<file path="config.mk">
export PLATFORM = sky130hd
export DESIGN_NAME = bcd_stopwatch
export DESIGN_NICKNAME = d
export VERILOG_FILES = /design/src/rtl/bcd_stopwatch.sv
export SDC_FILE = /design/constraint.sdc
export NUM_CORES = 1
export LEC_CHECK = 0
export CAP_MARGIN = 20
export CORE_MARGIN = 3
export CORE_UTILIZATION = 51
export DETAILED_ROUTE_END_ITERATION = 6
export GPL_TIMING_DRIVEN = 0
export HOLD_SLACK_MARGIN = 0.08
export PLACE_DENSITY_LB_ADDON = 0.1
export SYNTH_ARGS = -nofsm -noshare
export SYNTH_HDL_FRONTEND = slang
export SYNTH_SLANG_ARGS = --single-unit
</file>
<file path="constraint.sdc">
create_clock -name CLK -period 2.1 [get_ports CLK]
set_input_delay 0.42 -clock CLK [delete_from_list [all_inputs] [get_ports CLK]]
set_output_delay 0.42 -clock CLK [all_outputs]
set_load 0.02 [all_outputs]
</file>
<file path="src/rtl/bcd_stopwatch.sv">
// bcd_stopwatch: four-digit BCD stopwatch, 00.00 to 59.99 s in hundredths.
// Buttons are synchronized and edge-detected; digit 3 is blanked when zero.
module bcd_stopwatch #(
    parameter int TICK_DIV = 500000
) (
    input  logic       CLK,
    input  logic       RST_N,
    input  logic       START_STOP,
    input  logic       CLEAR,
    output logic [3:0] DIG0,
    output logic [3:0] DIG1,
    output logic [3:0] DIG2,
    output logic [3:0] DIG3,
    output logic       EN0,
    output logic       EN1,
    output logic       EN2,
    output logic       EN3,
    output logic       RUNNING,
    output logic       OVF
);

    localparam int PW = $clog2(TICK_DIV);
    localparam logic [PW-1:0] PSC_MAX = PW'(TICK_DIV - 1);
    localparam logic [PW-1:0] PSC_ONE = PW'(1);

    typedef enum logic [1:0] {
        IDLE  = 2'd0,
        RUN   = 2'd1,
        PAUSE = 2'd2
    } state_t;

    state_t        state;
    logic          ss_s1;
    logic          ss_s2;
    logic          ss_prev;
    logic          cl_s1;
    logic          cl_s2;
    logic          cl_prev;
    logic [1:0]    warm;
    logic          armed;
    logic          ss_ev;
    logic          cl_ev;
    logic          clr_go;
    logic          tick;
    logic          at_max;
    logic [PW-1:0] psc;

    // Synchronize both buttons and keep the previous synchronized level.
    // The warm-up counter keeps the edge detector quiet until the chain
    // holds real samples, so a button held through reset is not an event.
    always_ff @(posedge CLK or negedge RST_N) begin
        if (!RST_N) begin
            ss_s1   <= 1'b0;
            ss_s2   <= 1'b0;
            ss_prev <= 1'b0;
            cl_s1   <= 1'b0;
            cl_s2   <= 1'b0;
            cl_prev <= 1'b0;
            warm    <= 2'd0;
        end else begin
            ss_s1   <= START_STOP;
            ss_s2   <= ss_s1;
            ss_prev <= ss_s2;
            cl_s1   <= CLEAR;
            cl_s2   <= cl_s1;
            cl_prev <= cl_s2;
            if (warm != 2'd3) begin
                warm <= warm + 2'd1;
            end
        end
    end

    assign armed  = (warm == 2'd3);
    assign ss_ev  = armed & ss_s2 & ~ss_prev;
    assign cl_ev  = armed & cl_s2 & ~cl_prev;
    assign clr_go = (state == PAUSE) & cl_ev;
    assign tick   = (state == RUN) & (psc == PSC_MAX);
    assign at_max = (DIG3 == 4'd5) & (DIG2 == 4'd9)
                  & (DIG1 == 4'd9) & (DIG0 == 4'd9);

    // Run-control FSM; clear beats start/stop only while paused.
    always_ff @(posedge CLK or negedge RST_N) begin
        if (!RST_N) begin
            state   <= IDLE;
            RUNNING <= 1'b0;
        end else begin
            unique case (state)
                IDLE: begin
                    if (ss_ev) begin
                        state   <= RUN;
                        RUNNING <= 1'b1;
                    end
                end
                RUN: begin
                    if (ss_ev) begin
                        state   <= PAUSE;
                        RUNNING <= 1'b0;
                    end
                end
                PAUSE: begin
                    if (cl_ev) begin
                        state   <= IDLE;
                        RUNNING <= 1'b0;
                    end else if (ss_ev) begin
                        state   <= RUN;
                        RUNNING <= 1'b1;
                    end
                end
                default: begin
                    state   <= IDLE;
                    RUNNING <= 1'b0;
                end
            endcase
        end
    end

    // Prescaler advances only in RUN and holds its partial count in PAUSE.
    always_ff @(posedge CLK or negedge RST_N) begin
        if (!RST_N) begin
            psc <= '0;
        end else if (clr_go) begin
            psc <= '0;
        end else if (tick) begin
            psc <= '0;
        end else if (state == RUN) begin
            psc <= psc + PSC_ONE;
        end
    end

    // Cascaded BCD count; 59.99 rolls over to 00.00.
    always_ff @(posedge CLK or negedge RST_N) begin
        if (!RST_N) begin
            DIG0 <= 4'd0;
            DIG1 <= 4'd0;
            DIG2 <= 4'd0;
            DIG3 <= 4'd0;
        end else if (clr_go) begin
            DIG0 <= 4'd0;
            DIG1 <= 4'd0;
            DIG2 <= 4'd0;
            DIG3 <= 4'd0;
        end else if (tick) begin
            if (DIG0 >= 4'd9) begin
                DIG0 <= 4'd0;
                if (DIG1 >= 4'd9) begin
                    DIG1 <= 4'd0;
                    if (DIG2 >= 4'd9) begin
                        DIG2 <= 4'd0;
                        if (DIG3 >= 4'd5) begin
                            DIG3 <= 4'd0;
                        end else begin
                            DIG3 <= DIG3 + 4'd1;
                        end
                    end else begin
                        DIG2 <= DIG2 + 4'd1;
                    end
                end else begin
                    DIG1 <= DIG1 + 4'd1;
                end
            end else begin
                DIG0 <= DIG0 + 4'd1;
            end
        end
    end

    // Overflow pulse for the single cycle after the wrap edge.
    always_ff @(posedge CLK or negedge RST_N) begin
        if (!RST_N) begin
            OVF <= 1'b0;
        end else begin
            OVF <= tick & at_max;
        end
    end

    assign EN0 = 1'b1;
    assign EN1 = 1'b1;
    assign EN2 = 1'b1;
    assign EN3 = (DIG3 != 4'd0);

endmodule

</file>
# Word-level counts from Yosys, hierarchy flattened
# Cells that the tools add are included.
[totals]
out_inout_bits = 22
ff_bits = 47
[op_classes]
n_eq_ne = 10
n_bitwise = 12
n_mux = 29
magnitude_cmp = 4
addsub = 6
n_reduce_logical = 10
[ops]
columns = ["cell", "count"]
rows = [
  ["two-way mux 4 bit", 18],
  ["two-way mux 19 bit", 3],
  ["adder 19 x 1 -> 19 bit, second input constant", 1],
  ["== test 19 bit, second input constant", 1],
  ["adder 4 x 1 -> 4 bit, second input constant", 4],
  ["== test 4 bit, second input constant", 3],
  ["greater-or-equal comparator 4 bit, second input constant", 3],
  ["bitwise AND 1 bit", 10],
  ["nonzero test 2 bit", 4],
  ["two-way mux 2 bit", 3],
  ["one-hot mux 2 bit (3 select lines)", 1],
  ["== test 2 bit, second input constant", 2],
  ["== test 4 x 3 -> 1 bit, second input constant", 1],
  ["greater-or-equal comparator 4 x 3 -> 1 bit, second input constant", 1],
  ["!= test 2 bit, second input constant", 2],
  ["AND reduction 4 bit", 1],
  ["nonzero test 4 bit", 1],
  ["two-way mux 1 bit", 3],
  ["one-hot mux 1 bit (3 select lines)", 1],
  ["AND reduction 3 bit", 1],
  ["nonzero test 3 bit", 1],
  ["adder 2 x 1 -> 2 bit, second input constant", 1],
  ["== test 2 x 1 -> 1 bit, second input constant", 1],
  ["logical NOT 2 bit", 1],
  ["other kinds (2)", 3],
]

# Longest topological paths before layout
[depth]
depth_word = 7
mapped_depth = 8
mapped_depth_nobuf = 7

# Least setup slack after synthesis
# Ideal clock, no wire load.
[synth_path]
path_kind = "reg2reg"
start = "reg psc[14]"
end = "reg DIG3[2]"
period_less_slack_ps = 1926
n_path_buf = 0
arrival_time_ps = 1846
slack_ps = 174
stages_incl_launch_ff = 6
t_required_ps = 2021
path_cell_list = "dfrtp_1 -> or4b_4 -> nor4_4 -> nand4_2 -> nor2_1 -> mux2i_1"
[synth_between]
elab_chain_cells = 4
[synth_lines]
columns = ["item", "line", "text"]
rows = [
  ["from (decl)", "46", "logic [PW-1:0] psc;"],
  ["from (signal assigned)", "126", "psc <= psc + PSC_ONE;"],
  ["== test 19 bit", "77", "assign tick = (state == RUN) & (psc == PSC_MAX);"],
  ["bitwise AND 1 bit", "77", ""],
  ["nonzero test 2 bit (no source line)", "-", ""],
  ["AND reduction 4 bit (no source line)", "-", ""],
  ["to (signal assigned)", "152", "DIG3 <= DIG3 + 4'd1;"],
  ["to (decl)", "13", "output logic [3:0] DIG3,"],
]
# No other way between the ends.
# A chain may end at the register's enable or synchronous reset.

# Worst setup path after layout
[layout_path]
start = "reg psc[5]"
end = "reg DIG0[0]"
[layout_between]
elab_chain_cells = 3
[layout_lines]
columns = ["item", "line", "text"]
rows = [
  ["== test 19 bit", "77", ""],
  ["bitwise AND 1 bit", "77", ""],
  ["nonzero test 2 bit (no source line)", "-", ""],
  ["to (signal assigned)", "161", "DIG0 <= DIG0 + 4'd1;"],
  ["to (decl)", "10", "output logic [3:0] DIG0,"],
]
# No other way between the ends.

==> flow_summary_export.csv <==
group,metric,value,unit
synth,synthSimpleGateAreaFrac,0.265,
global_routing,initial_antenna_violation_count,0,
worst_setup_path,r2r-end,"DIG0[0]",
die,fp.dieW,77.4,um
drt,detailroute.via_count,2006,
cts,cts_buffers,5,
cells_and_area,post_route_cells_drive_above_1_share,0.184,
drt,drt-vias-per-instance,5.39,
worst_setup_path,r2r.worst_path.cells,6,
run,max_cap_viol_count,0,
sta,unrepaired_setup_endpoints_after_global_routing,"yes",
cts,clk_path_buf_depth,2,
synth,syn-instance-count,261,
synth,dominant_cells_by_area_after_synthesis,"sky130_fd_sc_hd__dfrtp_1, sky130_fd_sc_hd__ha_1, sky130_fd_sc_hd__nor2_1",
die,ios,26,
sta,finalHoldViolCount,0,
global_routing,maximum_number_of_pins_on_one_net_before_global_route_repair,30,
worst_setup_path,critical_path_arrival,2.28,ns
hold_path,hold_path_class,"flip-flop to flip-flop",
drt,antenna_left,0,
drt,drc_errors,0,
synth,synth.ff_latch_count,47,
sta,slew_violations,0,
worst_setup_path,list_of_cells_traversed_by_the_critical_path,"nor4bb_1 > nand4_1 > or2_2 > clkbuf_1 > or3_1 > o21ai_0",
synth,synthAdderAreaFrac,0.0723,
sta,timing.setup.tns,0,ns
global_routing,gr-total-overflow,0,
placed_design,place_hpwl,3830,um
worst_setup_path,cpMaxStageDelayCell,"sky130_fd_sc_hd__dfrtp_2",
synth,synth_edf_count,0,
cells_and_area,utilization,0.660,
pwr,power.density_cell_area,645,nW/um^2
worst_setup_path,worst_setup_path_endpoint,"DIG0[0]",
sta,fin_worst_skew,0.0111,ns
worst_setup_path,r2r_slack,0.04,ns
cells_and_area,most_common_library_cell_in_the_layout_ignoring_fill_and_taps,"sky130_fd_sc_hd__dfrtp_1",
global_routing,grt_pass1_wl,9300,um
synth,synth_warn,0,
worst_setup_path,critPathKind,"flip-flop to flip-flop",
drt,drt_pre_antenna_iters,4,
pwr,peakVddDrop,0.363,mV
global_routing,grt_pass1_vias,1976,
synth,synthXorXnorAreaFrac,0.0641,
synth,dominant_combinational_cell_family_by_area_after_synthesis,"simple AND/OR/NAND/NOR gates",
hold_path,min_delay_path_depth,0,
synth,synth_area,2600,sq um
pwr,power.leakage,1.42,nW
cts,ctsRootBufferMaster,"sky130_fd_sc_hd__clkbuf_8",
synth,ys_types,57,
synth,netlist.area_leader.share,0.453,
die,floorplan.die_area,5980,sq um
sta,setup_viol,0,
cells_and_area,nNetsFinal,323,
synth,synth-seq-area-share,0.453,
worst_setup_path,startpoint,"psc[5]",
drt,route.detailed.wl_per_inst,14.7,um
synth,synthDominantAreaCellType,"sky130_fd_sc_hd__dfrtp_1",
die,initial_core_util,0.539,
synth,asyncSetResetFlopFracSynth,1.00,
synth,synth_mux_area_frac,0.0198,
cts,tritoncts,"yes",
cells_and_area,antenna_diode_count,0,
placed_design,port-buffer-count,22,
worst_setup_path,cp_data_required_time,2.32,ns
synth,synth_flop_cell,"sky130_fd_sc_hd__dfrtp_1",
die,core.rowCount,25,
drt,totalWireLength,5470,um
worst_setup_path,worst_r2r_startpoint,"psc[5]",
status,run_status,"complete, no violations",
sta,maxSlewHeadroom,0.597,
worst_setup_path,worstPathMaxFanout,6,
global_routing,grt_usage,0.194,
cts,cts.clk_slew.worst_paths,0.09,ns
cts,clock-sinks,47,
cells_and_area,synthToLayoutAreaGrowth,22.4,%
worst_setup_path,crit_path_end_kind,"flip-flop",
sta,timing.final.crit_share,0.979,
placed_design,place.gp.congestion,0.820,
die,fp.coreArea,4820,sq um
worst_setup_path,cpPeakStageDelay,0.46,ns
sta,fmax,487,MHz
cts,clock_latency,0.31,ns
cts,h_tree_depth,2,
sta,post-route-min-period,2.06,ns
drt,drtIter0Drc,150,
synth,synthesis.area_per_instance,9.95,sq um
die,die_y,77.4,um
sta,max_slew.worst_pin.slew,0.600,ns
cells_and_area,mostFrequentLayoutCells,"sky130_fd_sc_hd__dfrtp_1, sky130_fd_sc_hd__nor2_1, sky130_fd_sc_hd__clkdlybuf4s50_1, sky130_fd_sc_hd__nand2_1, sky130_fd_sc_hd__buf_4",
worst_setup_path,worst_setup_path_start_kind,"flip-flop",
synth,synth_compound_gate_area_share,0.0805,
through the flow:
stage               instances  worst slack [ns]  cell area [sq um]  hold WS [ns]  power [W]
floorplan                 263             0.174               2600         0.124    0.00132
global placement          352            -0.713               2910         0.334    0.00142
detailed placement        353            -0.140               2920         0.340    0.00144
CTS                       362           0.00427               3060         0.363    0.00202
global route              372           -0.0320               3180         0.367    0.00217
finish                    372            0.0446               3180         0.361    0.00205
how the worst min path moves through the flow:
stage,slack (ns),end,startpoint
3_3_place_gp,0.33,cl_s2,cl_s1
2_1_floorplan,0.12,DIG0[0],RST_N
4_1_cts,0.36,ss_s2,ss_s1
5_1_grt,0.37,ss_s2,ss_s1
6_report,0.36,ss_s2,ss_s1
3_5_place_dp,0.34,ss_s2,ss_s1
power breakdown:
part           internal [W]  switching (W)  leakage [nW]
clock network      0.000243       0.000329        0.0452
logic              0.000203       0.000226         0.762
registers          0.000981      0.0000670         0.610
synth_stat cells (all sizes together) (2+ instances only):
cell type,number
a211oi,3
a21oi,6
and3,7
and4b,2
buf,6
clkbuf,4
dfrtp,47
ha,15
inv,13
mux2i,4
nand2,18
nand2b,3
nand3,12
nand3b,4
nand4,8
nand4b,4
nor2,32
nor2b,4
nor3,5
nor4,4
o21ai,12
o22ai,3
or2,3
or4b,2
xnor2,9
xor2,10
cells by family after synthesis:
| kind of cell | Yosys count |
|---|---|
| simple gates | 118 |
| other cells | 1 |
| xor+xnor | 19 |
| buf+inv | 23 |
| fa+ha+maj | 15 |
| mux | 5 |
| flops | 47 |
| compound gates | 33 |
metal layers:
metal,vias to the layer above,track usage,part of all wire
met2,25,0.300,0.46
met1,982,0.271,0.51
met5,-,0,0
met3,6,0.0360,0.018
met4,0,0.0730,0.013
li1,993,-,-
repair_timing:
action	CTS	global route
hold endpoints to repair	18	0
pin swaps	0	7
setup endpoints to repair	19	22
hold buffers	1	0
resized for setup	9	17
buffers inserted	0	10
layout make-up:
class                   instances  area (sq um)
plain buffers                  10          78.8
clock buffers                   5          68.8
clock inverters                 3          25.0
fillers                       432          1640
inverters                      13          48.8
multi-input cells             193          1370
flip-flops and latches         47          1180
well taps                      67          83.8
repair buffers                 34           319
worst max-delay path, delay by kind of cell, from the launching register on:
kind                   cells  cell delay [ns]
AOI/OAI and AO/OA          1             0.09
buffers and inverters      1             0.16
DFF                        1             0.46
and+or+nand+nor            4             1.27
flip-flops by register name, indices dropped and copies added, names as in the netlist:
signal and count:
ss_prev 1, OVF 1, ss_s1 1, cl_prev 1
warm 2, psc 19, cl_s2 1, DIG3 4
RUNNING 1, ss_s2 1, cl_s1 1, DIG1 4
DIG0 4, DIG2 4, state 2
Power figures use the tool's default switching activity.
